$ cat config.mk
export PLATFORM = sky130hd
export DESIGN_NAME = mc_control_fsm
export DESIGN_NICKNAME = d
export VERILOG_FILES = /design/src/rtl/mc_pkg.sv /design/src/rtl/mc_control_fsm_alu_decoder.sv /design/src/rtl/mc_control_fsm.sv
export SDC_FILE = /design/constraint.sdc
export NUM_CORES = 1
export LEC_CHECK = 0
export BUFFER_PORTS_ARGS = -buffer_cell sky130_fd_sc_hd__buf_2
export CORE_ASPECT_RATIO = 0.8
export CORE_MARGIN = 5
export CORE_UTILIZATION = 44
export DETAILED_ROUTE_END_ITERATION = 7
export GPL_TIMING_DRIVEN = 0
export MAX_ROUTING_LAYER = met4
export PLACE_DENSITY = 0.85
export SYNTH_ARGS = -nofsm -noshare
export SYNTH_HDL_FRONTEND = slang
export SYNTH_HIERARCHICAL = 1
export SYNTH_SLANG_ARGS = --single-unit
$ cat constraint.sdc
create_clock -name clk -period 1.7 [get_ports clk]
set_input_delay 0.34 -clock clk [delete_from_list [all_inputs] [get_ports clk]]
set_output_delay 0.34 -clock clk [all_outputs]
set_load 0.01 [all_outputs]
$ cat src/rtl/mc_pkg.sv
// Shared types for the multi-cycle control sequencer: state encoding, opcodes,
// ALU operation and immediate-format encodings, and the datapath control word.
package mc_pkg;

  localparam int unsigned MC_STATE_W = 4;
  localparam int unsigned OPCODE_W   = 7;
  localparam int unsigned ALUOP_W    = 4;
  localparam int unsigned IMM_W      = 3;

  typedef enum logic [MC_STATE_W-1:0] {
    S_FETCH    = 4'd0,
    S_DECODE   = 4'd1,
    S_MEMADR   = 4'd2,
    S_MEMREAD  = 4'd3,
    S_MEMWB    = 4'd4,
    S_MEMWRITE = 4'd5,
    S_EXECUTER = 4'd6,
    S_EXECUTEI = 4'd7,
    S_ALUWB    = 4'd8,
    S_BRANCH   = 4'd9,
    S_JAL      = 4'd10,
    S_RSVD     = 4'd11
  } mc_state_t;

  localparam logic [OPCODE_W-1:0] OP_LOAD   = 7'b0000011;
  localparam logic [OPCODE_W-1:0] OP_STORE  = 7'b0100011;
  localparam logic [OPCODE_W-1:0] OP_RTYPE  = 7'b0110011;
  localparam logic [OPCODE_W-1:0] OP_ITYPE  = 7'b0010011;
  localparam logic [OPCODE_W-1:0] OP_LUI    = 7'b0110111;
  localparam logic [OPCODE_W-1:0] OP_BRANCH = 7'b1100011;
  localparam logic [OPCODE_W-1:0] OP_JAL    = 7'b1101111;

  typedef enum logic [ALUOP_W-1:0] {
    ALU_ADD  = 4'b0000,
    ALU_SUB  = 4'b0001,
    ALU_AND  = 4'b0010,
    ALU_OR   = 4'b0011,
    ALU_XOR  = 4'b0100,
    ALU_SLL  = 4'b0101,
    ALU_SRL  = 4'b0110,
    ALU_SRA  = 4'b0111,
    ALU_SLT  = 4'b1000,
    ALU_SLTU = 4'b1001
  } mc_aluop_t;

  typedef enum logic [IMM_W-1:0] {
    IMM_I = 3'b000,
    IMM_S = 3'b001,
    IMM_B = 3'b010,
    IMM_U = 3'b011,
    IMM_J = 3'b100
  } mc_imm_t;

  // One cycle's worth of datapath selects and enables
  typedef struct packed {
    logic      pc_write;
    logic      adr_src;
    logic      ir_write;
    logic      mem_write;
    logic      reg_write;
    logic [1:0] result_src;
    logic [1:0] alu_src_a;
    logic [1:0] alu_src_b;
    mc_aluop_t alu_op;
    logic      retire;
    logic      illegal;
  } mc_ctl_t;

  // Immediate format follows purely from the opcode
  function automatic mc_imm_t imm_src(input logic [OPCODE_W-1:0] op);
    case (op)
      OP_STORE:  return IMM_S;
      OP_BRANCH: return IMM_B;
      OP_LUI:    return IMM_U;
      OP_JAL:    return IMM_J;
      default:   return IMM_I;
    endcase
  endfunction

endpackage

$ cat src/rtl/mc_control_fsm_alu_decoder.sv
// ALU operation decode for the EXECUTER/EXECUTEI states; module mc_alu_decoder.
module mc_alu_decoder
  import mc_pkg::*;
(
  input  logic [OPCODE_W-1:0] i_opcode,
  input  logic [2:0]          i_funct3,
  input  logic                i_funct7_b5,
  output mc_aluop_t           o_alu_op
);

  logic w_is_rtype;
  logic w_is_itype;

  assign w_is_rtype = (i_opcode == OP_RTYPE);
  assign w_is_itype = (i_opcode == OP_ITYPE);

  // funct7[5] picks SUB only for register ops; it picks SRA for both forms
  always_comb begin
    o_alu_op = ALU_ADD;
    if (w_is_rtype || w_is_itype) begin
      case (i_funct3)
        3'b000:  o_alu_op = (w_is_rtype && i_funct7_b5) ? ALU_SUB : ALU_ADD;
        3'b001:  o_alu_op = ALU_SLL;
        3'b010:  o_alu_op = ALU_SLT;
        3'b011:  o_alu_op = ALU_SLTU;
        3'b100:  o_alu_op = ALU_XOR;
        3'b101:  o_alu_op = i_funct7_b5 ? ALU_SRA : ALU_SRL;
        3'b110:  o_alu_op = ALU_OR;
        default: o_alu_op = ALU_AND;
      endcase
    end
  end

endmodule

$ cat src/rtl/mc_control_fsm.sv
// Multi-cycle control sequencer driving the shared-memory/shared-ALU datapath.
// Optional MC_MEM_WAIT_EN adds mem_ready to stretch FETCH/MEMREAD/MEMWRITE.
module mc_control_fsm
  import mc_pkg::*;
#(
  parameter int unsigned STATE_WIDTH = 4
) (
  input  logic                clk,
  input  logic                reset,
`ifdef MC_MEM_WAIT_EN
  input  logic                mem_ready,
`endif
  input  logic [OPCODE_W-1:0] opcode,
  input  logic [2:0]          Funct3,
  input  logic [6:0]          Funct7,
  input  logic                zero,
  output logic                PCWrite,
  output logic                AdrSrc,
  output logic                IRWrite,
  output logic                MemWrite,
  output logic                RegWrite,
  output logic [1:0]          ResultSrc,
  output logic [1:0]          ALUSrcA,
  output logic [1:0]          ALUSrcB,
  output logic [ALUOP_W-1:0]  ALUOp,
  output logic [IMM_W-1:0]    ImmSrc,
  output logic                retire,
  output logic                illegal
);

  logic [STATE_WIDTH-1:0] r_state;
  mc_state_t              w_state;
  mc_state_t              w_state_next;
  mc_ctl_t                w_ctl;
  mc_aluop_t              w_alu_op;
  logic                   w_mem_ready;
  logic                   w_is_load;
  logic                   w_is_store;
  logic                   w_is_rtype;
  logic                   w_is_itype;
  logic                   w_is_lui;
  logic                   w_is_branch;
  logic                   w_is_jal;
  logic                   w_supported;
  logic                   w_unused_funct7;

`ifdef MC_MEM_WAIT_EN
  assign w_mem_ready = mem_ready;
`else
  assign w_mem_ready = 1'b1;
`endif

  // Only funct7[5] carries meaning for the supported instructions
  assign w_unused_funct7 = ^{Funct7[6], Funct7[4:0]};

  assign w_is_load   = (opcode == OP_LOAD);
  assign w_is_store  = (opcode == OP_STORE);
  assign w_is_rtype  = (opcode == OP_RTYPE);
  assign w_is_itype  = (opcode == OP_ITYPE);
  assign w_is_lui    = (opcode == OP_LUI);
  assign w_is_branch = (opcode == OP_BRANCH) && (Funct3[2:1] == 2'b00);
  assign w_is_jal    = (opcode == OP_JAL);
  assign w_supported = w_is_load | w_is_store | w_is_rtype | w_is_itype |
                       w_is_lui | w_is_branch | w_is_jal;

  assign w_state = mc_state_t'(r_state[MC_STATE_W-1:0]);

  mc_alu_decoder u_alu_decoder (
    .i_opcode    (opcode),
    .i_funct3    (Funct3),
    .i_funct7_b5 (Funct7[5]),
    .o_alu_op    (w_alu_op)
  );

  always_ff @(posedge clk or posedge reset) begin
    if (reset) begin
      r_state <= STATE_WIDTH'(S_FETCH);
    end else begin
      r_state <= STATE_WIDTH'(w_state_next);
    end
  end

  always_comb begin
    w_state_next = w_state;
    case (w_state)
      S_FETCH: begin
        if (w_mem_ready) w_state_next = S_DECODE;
      end
      S_DECODE: begin
        if (w_is_load || w_is_store)     w_state_next = S_MEMADR;
        else if (w_is_rtype)             w_state_next = S_EXECUTER;
        else if (w_is_itype || w_is_lui) w_state_next = S_EXECUTEI;
        else if (w_is_branch)            w_state_next = S_BRANCH;
        else if (w_is_jal)               w_state_next = S_JAL;
        else                             w_state_next = S_FETCH;
      end
      S_MEMADR:   w_state_next = w_is_store ? S_MEMWRITE : S_MEMREAD;
      S_MEMREAD: begin
        if (w_mem_ready) w_state_next = S_MEMWB;
      end
      S_MEMWB:    w_state_next = S_FETCH;
      S_MEMWRITE: begin
        if (w_mem_ready) w_state_next = S_FETCH;
      end
      S_EXECUTER: w_state_next = S_ALUWB;
      S_EXECUTEI: w_state_next = S_ALUWB;
      S_ALUWB:    w_state_next = S_FETCH;
      S_BRANCH:   w_state_next = S_FETCH;
      S_JAL:      w_state_next = S_ALUWB;
      default:    w_state_next = S_FETCH;
    endcase
  end

  // Reset masks every enable and pulse so no write can follow its assertion
  always_comb begin
    w_ctl = '0;
    case (w_state)
      S_FETCH: begin
        w_ctl.ir_write   = w_mem_ready;
        w_ctl.pc_write   = w_mem_ready;
        w_ctl.alu_src_a  = 2'b00;
        w_ctl.alu_src_b  = 2'b10;
        w_ctl.alu_op     = ALU_ADD;
        w_ctl.result_src = 2'b10;
      end
      S_DECODE: begin
        w_ctl.alu_src_a = 2'b01;
        w_ctl.alu_src_b = 2'b01;
        w_ctl.alu_op    = ALU_ADD;
        w_ctl.illegal   = ~w_supported;
      end
      S_MEMADR: begin
        w_ctl.alu_src_a = 2'b10;
        w_ctl.alu_src_b = 2'b01;
        w_ctl.alu_op    = ALU_ADD;
      end
      S_MEMREAD: begin
        w_ctl.adr_src    = 1'b1;
        w_ctl.result_src = 2'b00;
      end
      S_MEMWB: begin
        w_ctl.result_src = 2'b01;
        w_ctl.reg_write  = 1'b1;
        w_ctl.retire     = 1'b1;
      end
      S_MEMWRITE: begin
        w_ctl.adr_src   = 1'b1;
        w_ctl.mem_write = w_mem_ready;
        w_ctl.retire    = w_mem_ready;
      end
      S_EXECUTER: begin
        w_ctl.alu_src_a = 2'b10;
        w_ctl.alu_src_b = 2'b00;
        w_ctl.alu_op    = w_alu_op;
      end
      S_EXECUTEI: begin
        w_ctl.alu_src_a = w_is_lui ? 2'b11 : 2'b10;
        w_ctl.alu_src_b = 2'b01;
        w_ctl.alu_op    = w_alu_op;
      end
      S_ALUWB: begin
        w_ctl.result_src = 2'b00;
        w_ctl.reg_write  = 1'b1;
        w_ctl.retire     = 1'b1;
      end
      S_BRANCH: begin
        w_ctl.alu_src_a  = 2'b10;
        w_ctl.alu_src_b  = 2'b00;
        w_ctl.alu_op     = ALU_SUB;
        w_ctl.result_src = 2'b00;
        w_ctl.retire     = 1'b1;
        w_ctl.pc_write   = Funct3[0] ? ~zero : zero;
      end
      S_JAL: begin
        w_ctl.alu_src_a  = 2'b01;
        w_ctl.alu_src_b  = 2'b10;
        w_ctl.alu_op     = ALU_ADD;
        w_ctl.result_src = 2'b00;
        w_ctl.pc_write   = 1'b1;
      end
      default: w_ctl = '0;
    endcase
    if (reset) begin
      w_ctl.pc_write  = 1'b0;
      w_ctl.ir_write  = 1'b0;
      w_ctl.mem_write = 1'b0;
      w_ctl.reg_write = 1'b0;
      w_ctl.retire    = 1'b0;
      w_ctl.illegal   = 1'b0;
    end
  end

  assign PCWrite   = w_ctl.pc_write;
  assign AdrSrc    = w_ctl.adr_src;
  assign IRWrite   = w_ctl.ir_write;
  assign MemWrite  = w_ctl.mem_write;
  assign RegWrite  = w_ctl.reg_write;
  assign ResultSrc = w_ctl.result_src;
  assign ALUSrcA   = w_ctl.alu_src_a;
  assign ALUSrcB   = w_ctl.alu_src_b;
  assign ALUOp     = w_ctl.alu_op;
  assign ImmSrc    = imm_src(opcode);
  assign retire    = w_ctl.retire;
  assign illegal   = w_ctl.illegal;

endmodule

Word-level counts from Yosys, hierarchy flattened
Cells that the tools add are included.
Storage, ports and cells
  flip-flop bits (word level): 4
  input bits: 20
  logic and storage cells: 71
Operators by class
  equal/unequal tests: 23
  mux-type cells: 26
  bitwise operators: 8
  reduce and logical (&&, ||, !) cells: 13
Operators with widths (count)
  one-hot mux 8 bit (7 select lines): 1
  one-hot mux 4 bit (7 select lines): 1
  2-to-1 mux 4 bit: 6
  equality test 7 x 6 -> 1 bit (second input constant): 3
  one-hot mux 4 bit (5 select lines): 1
  equality test 4 x 3 -> 1 bit (second input constant): 4
  equality test 7 bit (second input constant): 2
  equality test 4 bit (second input constant): 3
  one-hot mux 3 bit (4 select lines): 1
  2-to-1 mux 1 bit: 11
  equality test 3 bit (second input constant): 3
  equality test 4 x 2 -> 1 bit (second input constant): 2
  equality test 7 x 2 -> 1 bit (second input constant): 1
  equality test 7 x 5 -> 1 bit (second input constant): 1
  equality test 3 x 2 -> 1 bit (second input constant): 2
  2-to-1 mux 3 bit: 2
  OR 1 bit: 6
  OR reduction 2 bit: 3
  equality test 4 x 1 -> 1 bit (second input constant): 1
  logical NOT 4 bit: 1
  one-hot mux 2 bit (2 select lines): 1
  OR reduction 4 bit: 1
  equality test 3 x 1 -> 1 bit (second input constant): 1
  logical NOT 3 bit: 1
  other kinds (7): 11

Longest topological paths before layout
Gate-level depths: netlist (run 1).
  depth in word-level cells: 10
  gate-level depth with buffers: 5

Hierarchy
The synthesis (run 1) kept the hierarchy.
Modules (own cells, without submodules)
  mc_control_fsm: instances 1, cells each 88, area an instance 641.9 um^2, sequential area each 100.1 um^2
  mc_alu_decoder: instances 1, cells each 13, area an instance 106.4 um^2, sequential area each 0.0 um^2

Worst setup path before layout (run 1)
Ideal clock, no wire load.
  path type: register to output
  from: register r_state[3]
  to: output port IRWrite
  arrival: 1.238 ns
  data required time: 1.360 ns
  path slack: 0.122 ns
  stages on the path, launching flop included: 4
  path through: dfrtp_1 > buf_2 > nor4_1 > and2_1
Between the ends
  word-level cells in the longest chain between the ends: 3
RTL lines
  from (decl): RTL line mc_control_fsm.sv:31  | logic [STATE_WIDTH-1:0] r_state;
  from (signal assigned): RTL line mc_control_fsm.sv:77  | r_state <= STATE_WIDTH'(S_FETCH);
  from (signal assigned): RTL line mc_control_fsm.sv:79  | r_state <= STATE_WIDTH'(w_state_next);
  logical NOT 4 bit: RTL line mc_control_fsm.sv:117  | case (w_state)
  2-to-1 mux 1 bit: RTL line mc_control_fsm.sv:117
  2-to-1 mux 3 bit: RTL line mc_control_fsm.sv:183  | if (reset) begin
  to (decl): RTL line mc_control_fsm.sv:19  | output logic IRWrite,
Every way passes these cells.

Worst setup path in the final report (run 1)
  from: register r_state[3]
  to: output port illegal
Between the ends
  word-level cells in the longest chain between the ends: 3
RTL lines
  equality test 4 x 1 -> 1 bit: RTL line mc_control_fsm.sv:117
  2-to-1 mux 1 bit: RTL line mc_control_fsm.sv:117
  2-to-1 mux 2 bit: RTL line mc_control_fsm.sv:183
  to (decl): RTL line mc_control_fsm.sv:28  | output logic illegal
Every way passes these cells.

==> results of run 1 <==
-- logic make-up after synthesis --
| family | count (synthesis) | synth area share, % |
|---|---|---|
| and+or+nand+nor | 59 | 52.5 |
| buffers and inverters | 10 | 6.69 |
| AOI/OAI and AO/OA | 22 | 20.1 |
| muxes | 1 | 1.50 |
| xor gates and xnor gates | 5 | 5.85 |
| DFF | 4 | 13.4 |
-- layer usage --
layer	track usage, %	part of all wire [%]	wire length, um	vias up
met1	23.1	41	1110	450
met2	34.3	45	1230	75
met4	9.48	3.3	89	0
met5	-	0	0	-
met3	4.95	10	280	11
li1	-	-	-	478
-- repair_timing --
action	in CTS	in global routing
pin swaps	9	11
setup buffers	10	5
endpoints found under the hold margin	0	0
setup endpoints to repair	14	17
resized for setup	20	23
-- layout make-up --
type	count	area [sq um]
Inverter	2	7.51
Buffer	7	52.6
Timing Repair Buffer	48	307
Clock buffer	3	22.5
Tap cell	22	27.5
Multi-Input combinational cell	87	712
Fill cell	99	394
Sequential cell	4	104
-- cell usage in the layout, fill, tap and decap left out, types with 3 or more instances in the layout --
| cell | instances |
|---|---|
| nor3_2 | 5 |
| buf_6 | 5 |
| dfrtp_2 | 3 |
| and3_1 | 4 |
| nand2_1 | 8 |
| nor2_1 | 9 |
| nor3_1 | 3 |
| o21ai_0 | 5 |
| buf_2 | 30 |
| buf_4 | 17 |
| a21oi_1 | 3 |
| nor2b_1 | 3 |
| clkbuf_4 | 3 |
| nor3b_2 | 3 |
-- worst max-delay path by stage --
stage	startpoint	endpoint	slack [ns]	cells after the start
global route	r_state[3]	illegal	-0.24	5
CTS	r_state[1]	illegal	-0.1	5
detailed placement	opcode[5]	illegal	-0.10	6
global placement	opcode[5]	illegal	-0.09	6
finish	r_state[3]	illegal	-0.17	5
floorplan	r_state[3]	IRWrite	0.12	3
-- report_power, final --
part / leakage [nW] / total (W) / internal, W / switching (W)
clock network: 0.0138 / 0.000129 / 0.0000797 / 0.0000498
logic: 0.511 / 0.000764 / 0.000392 / 0.000371
registers: 0.0491 / 0.000166 / 0.000117 / 0.0000491
total: 0.574 / 0.00106 / 0.000589 / 0.000470
-- stage by stage --
step | total power [W] | hold slack, ns | utilization [%] | instances
after global routing | 0.00111 | 0.105 | 75.8 | 173
final | 0.00106 | 0.0723 | 75.8 | 173
after CTS | 0.000885 | 0.0409 | 67.5 | 168
after global placement | 0.000631 | 0.284 | 57.8 | 156
after detailed placement | 0.000644 | 0.288 | 57.8 | 156
after floorplan | 0.000473 | 0.111 | - | 101
==> results.toml, run 1 <==
[final_layout]
largest_reg_flops = 4
reg.largest.list = "r_state: 4 flops"
top_register = "r_state"
design_area_sq_mm = 0.00123
fin_nets = 173
diodes = 0
syn2layout_area_growth_pct = 64.7
drive_gt1_share_pct = 57.6

[place]
port_buffers = 33
place_area_sq_um = 941
hpwl_um = 1630
pre_cts_ws_ns = -0.103
gp_congestion = 0.831

[synthesis]
syn_avg_cell_area_sq_um = 7.41
syn-num-nets = 121
synth_common_cells = "nor2_1 (9), nand2_1 (8), nor3_1 (8), o21ai_0 (6)"
synth_top_area_share_pct = 13.4
yosys_warnings = 6
yosys.area.top_type = "dfrtp_1"
synth-main-ff-cell = "dfrtp_1"
synthCells = 101
synth_area_sq_um = 748
synth-seq-area-share_pct = 13.4
synth.most_common_cell = "nor2_1"
synth_edf_count = 0
synthTopCellsByArea = "dfrtp_1 (13%), nor3_1 (5.4%), nor2_1 (4.5%)"
synth-seq-cells = 4
async_reset_ff_share_pct = 100
yosysUniqueCellTypes = 41

[worst_setup_path]
start_kind = "flop"
critPathMaxStageDelay_ns = 0.39
cp_num_buf_inv = 2
worst-r2r-setup-slack_ns = 0.19
slowest_stage = "dfrtp_1"
crit_family = "simple AND/OR/NAND/NOR gates"
rr_worst_depth = 5
path_cells = "buf_4, nor3_4, o41ai_4, nor3_2, buf_2"
r2r_start = "r_state[3]"
rr_endpoint = "r_state[3]"
cp-end-kind = "output port"
cp.arrival_ns = 1.53
critPathKind = "reg2out"
critPathRequiredTime_ns = 1.36
crit_fanout = 3

[die]
fp-row-count = 13
core_region_area_sq_mm = 0.00163
io_pins = 40
die_width_um = 56.1
design.die.area_sq_mm = 0.00263
start_util_pct = 46.0
dieHeight_um = 46.9

[timing]
setup_ws_ns = -0.175
finalHoldViolations = 0
period_share_pct = 110
fin_tns_setup_ns = -0.683
slew_headroom_pct = 77.5
rsz0062_at_grt = "true"
tightest_slew_ns = 0.333
finalSetupViolations = 11
drv_slew = 0
clock.fmax_mhz = 533
fin_skew_ns = 0.0153
period_minus_slack_ns = 1.87

[cts]
numCtsBuffers = 3
hold_buffers = 0
cts_max_level = 1
clk_latency_ns = 0.25
cts_tree = "built"
cts.sinks = 4
cts-root-to-sink-buffers = 2
path_clk_slew_ns = 0.05
cts_root_buf = "clkbuf_4"

[routing]
vias = 1014
dr.pass1.iters = 5
routed_via_density = 5.86
first_iter_violations = 35
drc_errors = 0
antenna_left = 0
wl_per_cell_um = 15.7
wirelength_um = 2720

[grt]
grt_antenna_before_repair = 0
grt_max_degree = 11
grt_first_pass_wirelength_um = 4020
overflow = 0
grt_pass1_vias = 928
track_usage_pct = 20.2

[run_status]
status = "complete, but fails checks"
failed_checks = "setup timing"

[pwr]
powerDensity_mw_per_mm2 = 859
peakVddDrop_mv = 0.875
power.leakage_nw = 0.574

[flow_run]
drv_cap = 0

[hold_path]
worstHoldPathType = "in2async"
No activity file was read; power rests on OpenSTA's default activity.
==> run 2, diff against run 1 <==
--- a/config.mk
+++ b/config.mk
@@ -5,14 +5,13 @@
 export SDC_FILE = /design/constraint.sdc
 export NUM_CORES = 1
 export LEC_CHECK = 0
-export BUFFER_PORTS_ARGS = -buffer_cell sky130_fd_sc_hd__buf_2
-export CORE_ASPECT_RATIO = 0.8
 export CORE_MARGIN = 5
-export CORE_UTILIZATION = 44
+export CORE_UTILIZATION = 50
 export DETAILED_ROUTE_END_ITERATION = 7
+export DONT_BUFFER_PORTS = 1
 export GPL_TIMING_DRIVEN = 0
 export MAX_ROUTING_LAYER = met4
-export PLACE_DENSITY = 0.85
+export PLACE_DENSITY = 0.71
 export SYNTH_ARGS = -nofsm -noshare
 export SYNTH_HDL_FRONTEND = slang
 export SYNTH_HIERARCHICAL = 1
==> run 2 against run 1 <==
  * The run still ends with setup timing left
  * Power shrank 22%
  * Critical path depth shrank 1
  * Clock-buffer cell count is the same
  * Largest cell class unchanged
  * Via count shrank 22%
  * Non-clock buffer count shrank 42
  * Core utilization shrank 9.5 points
  * Combinational power shrank 29%
  * Highest routed layer unchanged
  * First-iteration DRC count shrank 34%
  * Wire length shrank 21%
  * Hold slack gained 0.24 ns
  * Worst setup slack gained 0.065 ns
==> results.toml, run 2 (synthesis gave the netlist of run 1 again) <==
[run_status]
status = "complete, but fails checks"
failed_checks = "setup timing"

[cts]
cts_max_level = 1
cts_tree = "built"
clk_latency_ns = 0.23
cts-root-to-sink-buffers = 2
path_clk_slew_ns = 0.03
cts.sinks = 4
cts_root_buf = "clkbuf_4"
numCtsBuffers = 3

[timing]
tightest_slew_ns = 0.497
period_share_pct = 106
finalHoldViolations = 0
drv_slew = 0
finalSetupViolations = 5
clock.fmax_mhz = 552
fin_skew_ns = 0.00400
slew_headroom_pct = 66.6
rsz0062_at_grt = "true"
period_minus_slack_ns = 1.81
setup_ws_ns = -0.110

[final_layout]
syn2layout_area_growth_pct = 28.8
top_register = "r_state"
reg.largest.list = "r_state: 4 flops"
drive_gt1_share_pct = 35.8
diodes = 0
fin_nets = 131
layout_common_cells = "nor2_1 (8), nand2_1 (8), buf_4 (6)"
design_area_sq_um = 963
largest_reg_flops = 4

[grt]
overflow = 0
grt_antenna_before_repair = 0
grt_pass1_vias = 745
grt_max_degree = 11
track_usage_pct = 17.5
grt_first_pass_wirelength_um = 3370

[pwr]
power.leakage_nw = 0.342
powerDensity_mw_per_mm2 = 852
p_sw_share_pct = 46.8
p_seq_share_pct = 19.4
combinationalPowerShare_pct = 66.5
cell_internal_pwr_w = 0.000437
clkPwrFrac_pct = 14.1
p_sw_w = 0.000384
peakVddDrop_mv = 0.630

[worst_setup_path]
crit_fanout = 5
crit_family = "simple AND/OR/NAND/NOR gates"
critPathKind = "reg2out"
critPathRequiredTime_ns = 1.36
cp_num_buf_inv = 0
cp.arrival_ns = 1.47
critPathMaxStageDelay_ns = 0.43
cp-end-kind = "output port"
start_kind = "flop"
slowest_stage = "dfrtp_2"
path_cells = "nand2b_4, nor3_4, o41ai_4, nor3_2"

[routing]
first_iter_violations = 23
antenna_left = 0
wl_per_cell_um = 17.2
routed_via_density = 6.34
dr.pass1.iters = 4
drc_errors = 0
vias = 793
wirelength_um = 2160

[place]
port_buffers = 0
place_area_sq_um = 768
pre_cts_ws_ns = -0.0394
gp_congestion = 0.862
hpwl_um = 1420

[die]
start_util_pct = 51.5
io_pins = 40
dieHeight_um = 48.7
die_width_um = 48.7
fp-row-count = 14
design.die.area_sq_mm = 0.00237
core_region_area_sq_mm = 0.00145

[flow_run]
drv_cap = 0

[hold_path]
worstHoldPathType = "in2reg"
==> run 2: layer usage <==
metal	global-route usage, %	routed length, um	vias up
met1	20.4	896	367
met2	28.5	1080	27
met3	4.91	144	4
li1	-	-	395
met4	6.28	31	0
met5	-	0	-
==> run 2: final timing paths <==
check | from | end | slack [ns] | depth (start not counted)
max | r_state[1] | illegal | -0.11 | 4
min | opcode[1] | r_state[1] | 0.32 | 2
max reg2reg | r_state[1] | r_state[3] | 0.26 | 4
min reg2reg | r_state[3] | r_state[0] | 0.70 | 2
max in group asynchronous | reset | r_state[1] | 1.06 | 2
min in group asynchronous | reset | r_state[3] | 0.47 | 2
==> run 2: stage by stage <==
stage	std cells	total power, W	hold WS, ns	setup TNS [ns]	util (%)
3_5_place_dp	117	0.000537	0.126	-0.0394	52.8
2_1_floorplan	101	0.000473	0.111	0	-
5_1_grt	125	0.000879	0.343	-0.977	66.3
4_1_cts	124	0.000736	0.311	-0.346	60.2
6_report	125	0.000821	0.315	-0.359	66.3
3_3_place_gp	117	0.000533	0.122	-0.0179	52.8
==> run 2: area by class of cell <==
class / instances / area [sq um]
Multi-Input combinational cell: 87 / 711
Fill cell: 117 / 490
Sequential cell: 4 / 104
Buffer: 7 / 51.3
Timing Repair Buffer: 6 / 47.5
Clock buffer: 3 / 22.5
Tap cell: 16 / 20.0
Inverter: 2 / 7.51
==> run 2: repair_timing <==
item | CTS | global route
pin swaps | 3 | 5
gates resized for setup | 12 | 18
hold endpoints to repair | 4 | 0
hold buffers | 1 | 0
endpoints found under the setup margin | 9 | 12
buffers inserted | 4 | 1
==> run 2: power by group through the flow <==
stage | registers (W) | logic (W) | clock network (W)
after global routing | 0.000165 | 0.000588 | 0.000126
after global placement | 0.000149 | 0.000384 | 0
final | 0.000159 | 0.000546 | 0.000116
after CTS | 0.000156 | 0.000463 | 0.000117
after floorplan | 0.000141 | 0.000331 | 0
after detailed placement | 0.000148 | 0.000390 | 0
==> run 2: worst reg2reg max path: stages (launching register included) <==
cell,delay [ns]
dfrtp_2,0.43
nand2b_4,0.17
nor3_4,0.22
o41ai_4,0.15
o41ai_1,0.36
==> run 3, diff against run 2 <==
--- a/config.mk
+++ b/config.mk
@@ -6,12 +6,12 @@
 export NUM_CORES = 1
 export LEC_CHECK = 0
 export CORE_MARGIN = 5
-export CORE_UTILIZATION = 50
+export CORE_UTILIZATION = 56
 export DETAILED_ROUTE_END_ITERATION = 7
 export DONT_BUFFER_PORTS = 1
 export GPL_TIMING_DRIVEN = 0
 export MAX_ROUTING_LAYER = met4
-export PLACE_DENSITY = 0.71
+export PLACE_DENSITY = 0.77
 export SYNTH_ARGS = -nofsm -noshare
 export SYNTH_HDL_FRONTEND = slang
 export SYNTH_HIERARCHICAL = 1
==> run 3 against run 2 <==
  * The run still ends with setup timing left
  * First-iteration DRC count down 8.7%
  * Final cell count unchanged
  * Via count up 8.6%
  * Global-route usage up 4.4 points
  * Worst setup slack worse by 0.016 ns
  * Sequential cell count unchanged
  * Register-to-register slack better by 0.02 ns
  * Die area down 8.6%
  * Cell area down 0.13%
  * Critical endpoint unchanged
  * Largest cell class unchanged
==> results.toml, run 3 (synthesis gave the netlist of run 1 again) <==
[final_layout]
reg.largest.list = "r_state: 4 flops"
top_register = "r_state"
largest_reg_flops = 4
fin_nets = 132
fin_util_pct = 74.9
fillers = 101
syn2layout_area_growth_pct = 28.6
layout_common_cells = "nor2_1 (8), nand2_1 (8), buf_4 (7)"
design_area_sq_um = 962
drive_gt1_share_pct = 36.4
diodes = 0

[die]
start_util_pct = 58.2
io_pins = 40
dieHeight_um = 46.6
core_region_area_sq_mm = 0.00128
fp-row-count = 13
design.die.area_sq_mm = 0.00217
die_width_um = 46.6

[timing]
rsz0062_at_grt = "true"
fin_skew_ns = 0.0107
clock.fmax_mhz = 548
slew_headroom_pct = 69.2
finalSetupViolations = 7
drv_slew = 0
period_minus_slack_ns = 1.83
setup_ws_ns = -0.126
tightest_slew_ns = 0.459
finalHoldViolations = 0
period_share_pct = 107
whs_ns = 0.297

[routing]
dr.pass1.iters = 4
vias = 861
drc_errors = 0
routed_via_density = 6.89
wl_per_cell_um = 18.4
antenna_left = 0
wirelength_um = 2310
first_iter_violations = 21

[grt]
track_usage_pct = 21.9
overflow = 0
grt_antenna_before_repair = 0
grt_max_degree = 11
grt_pass1_vias = 739
grt_first_pass_wirelength_um = 3240

[worst_setup_path]
rr_endpoint = "r_state[3]"
cp-end-kind = "output port"
cp.arrival_ns = 1.49
critPathRequiredTime_ns = 1.36
worst-r2r-setup-slack_ns = 0.28
start_kind = "flop"
rr_worst_depth = 4
crit_fanout = 7
critPathKind = "reg2out"
r2r_start = "r_state[1]"

[pwr]
power.leakage_nw = 0.347
powerDensity_mw_per_mm2 = 905
peakVddDrop_mv = 0.522

[cts]
cts_max_level = 1
cts.sinks = 4
numCtsBuffers = 3
cts-root-to-sink-buffers = 2
clk_latency_ns = 0.25
path_clk_slew_ns = 0.03
cts_tree = "built"
cts_root_buf = "clkbuf_4"

[hold_path]
worstHoldPathType = "in2reg"
hold_depth = 2
hold_start = "opcode[1]"
min_to = "r_state[1]"

[place]
pre_cts_ws_ns = -0.0167
gp_congestion = 0.875
hpwl_um = 1500
port_buffers = 0
place_area_sq_um = 767

[flow_run]
drv_cap = 0

[run_status]
status = "complete, but fails checks"
failed_checks = "setup timing"
run 3: what timing repair did:
| action | 4_1_cts | 5_1_grt |
|---|---|---|
| buffers inserted | 4 | 3 |
| pin swaps | 3 | 3 |
| endpoints found under the setup margin | 13 | 14 |
| hold buffers | 1 | 0 |
| gates resized for setup | 19 | 10 |
| hold endpoints to repair | 4 | 0 |
run 3: per-layer routing:
metal / part of all wire (%) / GRT usage (%)
met1: 38 / 24.6
met2: 52 / 36.8
met3: 8.2 / 3.91
met4: 2.6 / 10.8
met5: 0 / -
run 3: layout make-up:
type / instances / area [sq um] / area share [%]
Sequential cell: 4 / 105 / 10.9
Timing Repair Buffer: 7 / 55.1 / 5.72
Multi-Input combinational cell: 87 / 703 / 73.1
Clock buffer: 3 / 22.5 / 2.34
Inverter: 2 / 7.51 / 0.780
Buffer: 7 / 50.0 / 5.20
Tap cell: 15 / 18.8 / 1.95
run 3: worst max-delay path: stages (launching register included):
cell and delay, ns:
dfrtp_2 0.45, nand2b_4 0.18, nor3_4 0.20, o41ai_4 0.14, nor3_2 0.28
run 3: power breakdown:
group	total (W)	internal [W]	leakage [nW]	switching, W
Combinational	0.000582	0.000271	0.285	0.000311
Sequential	0.000164	0.000117	0.0474	0.0000468
Clock	0.000125	0.0000794	0.0138	0.0000459
run 3: worst max-delay path by stage:
stage                           from      end  depth (start not counted)
after floorplan           r_state[3]  IRWrite                          3
after global routing      r_state[1]  illegal                          4
final                     r_state[1]  illegal                          4
after detailed placement  r_state[1]  illegal                          5
after CTS                 r_state[1]  illegal                          4
after global placement    r_state[1]  illegal                          5
run 3: through the flow:
stage	std cells	TNS (ns)	total power (W)
2_1_floorplan	101	0	0.000473
3_3_place_gp	116	0	0.000530
3_5_place_dp	116	-0.0167	0.000541
4_1_cts	123	-0.361	0.000782
5_1_grt	125	-1.03	0.000910
6_report	125	-0.370	0.000871
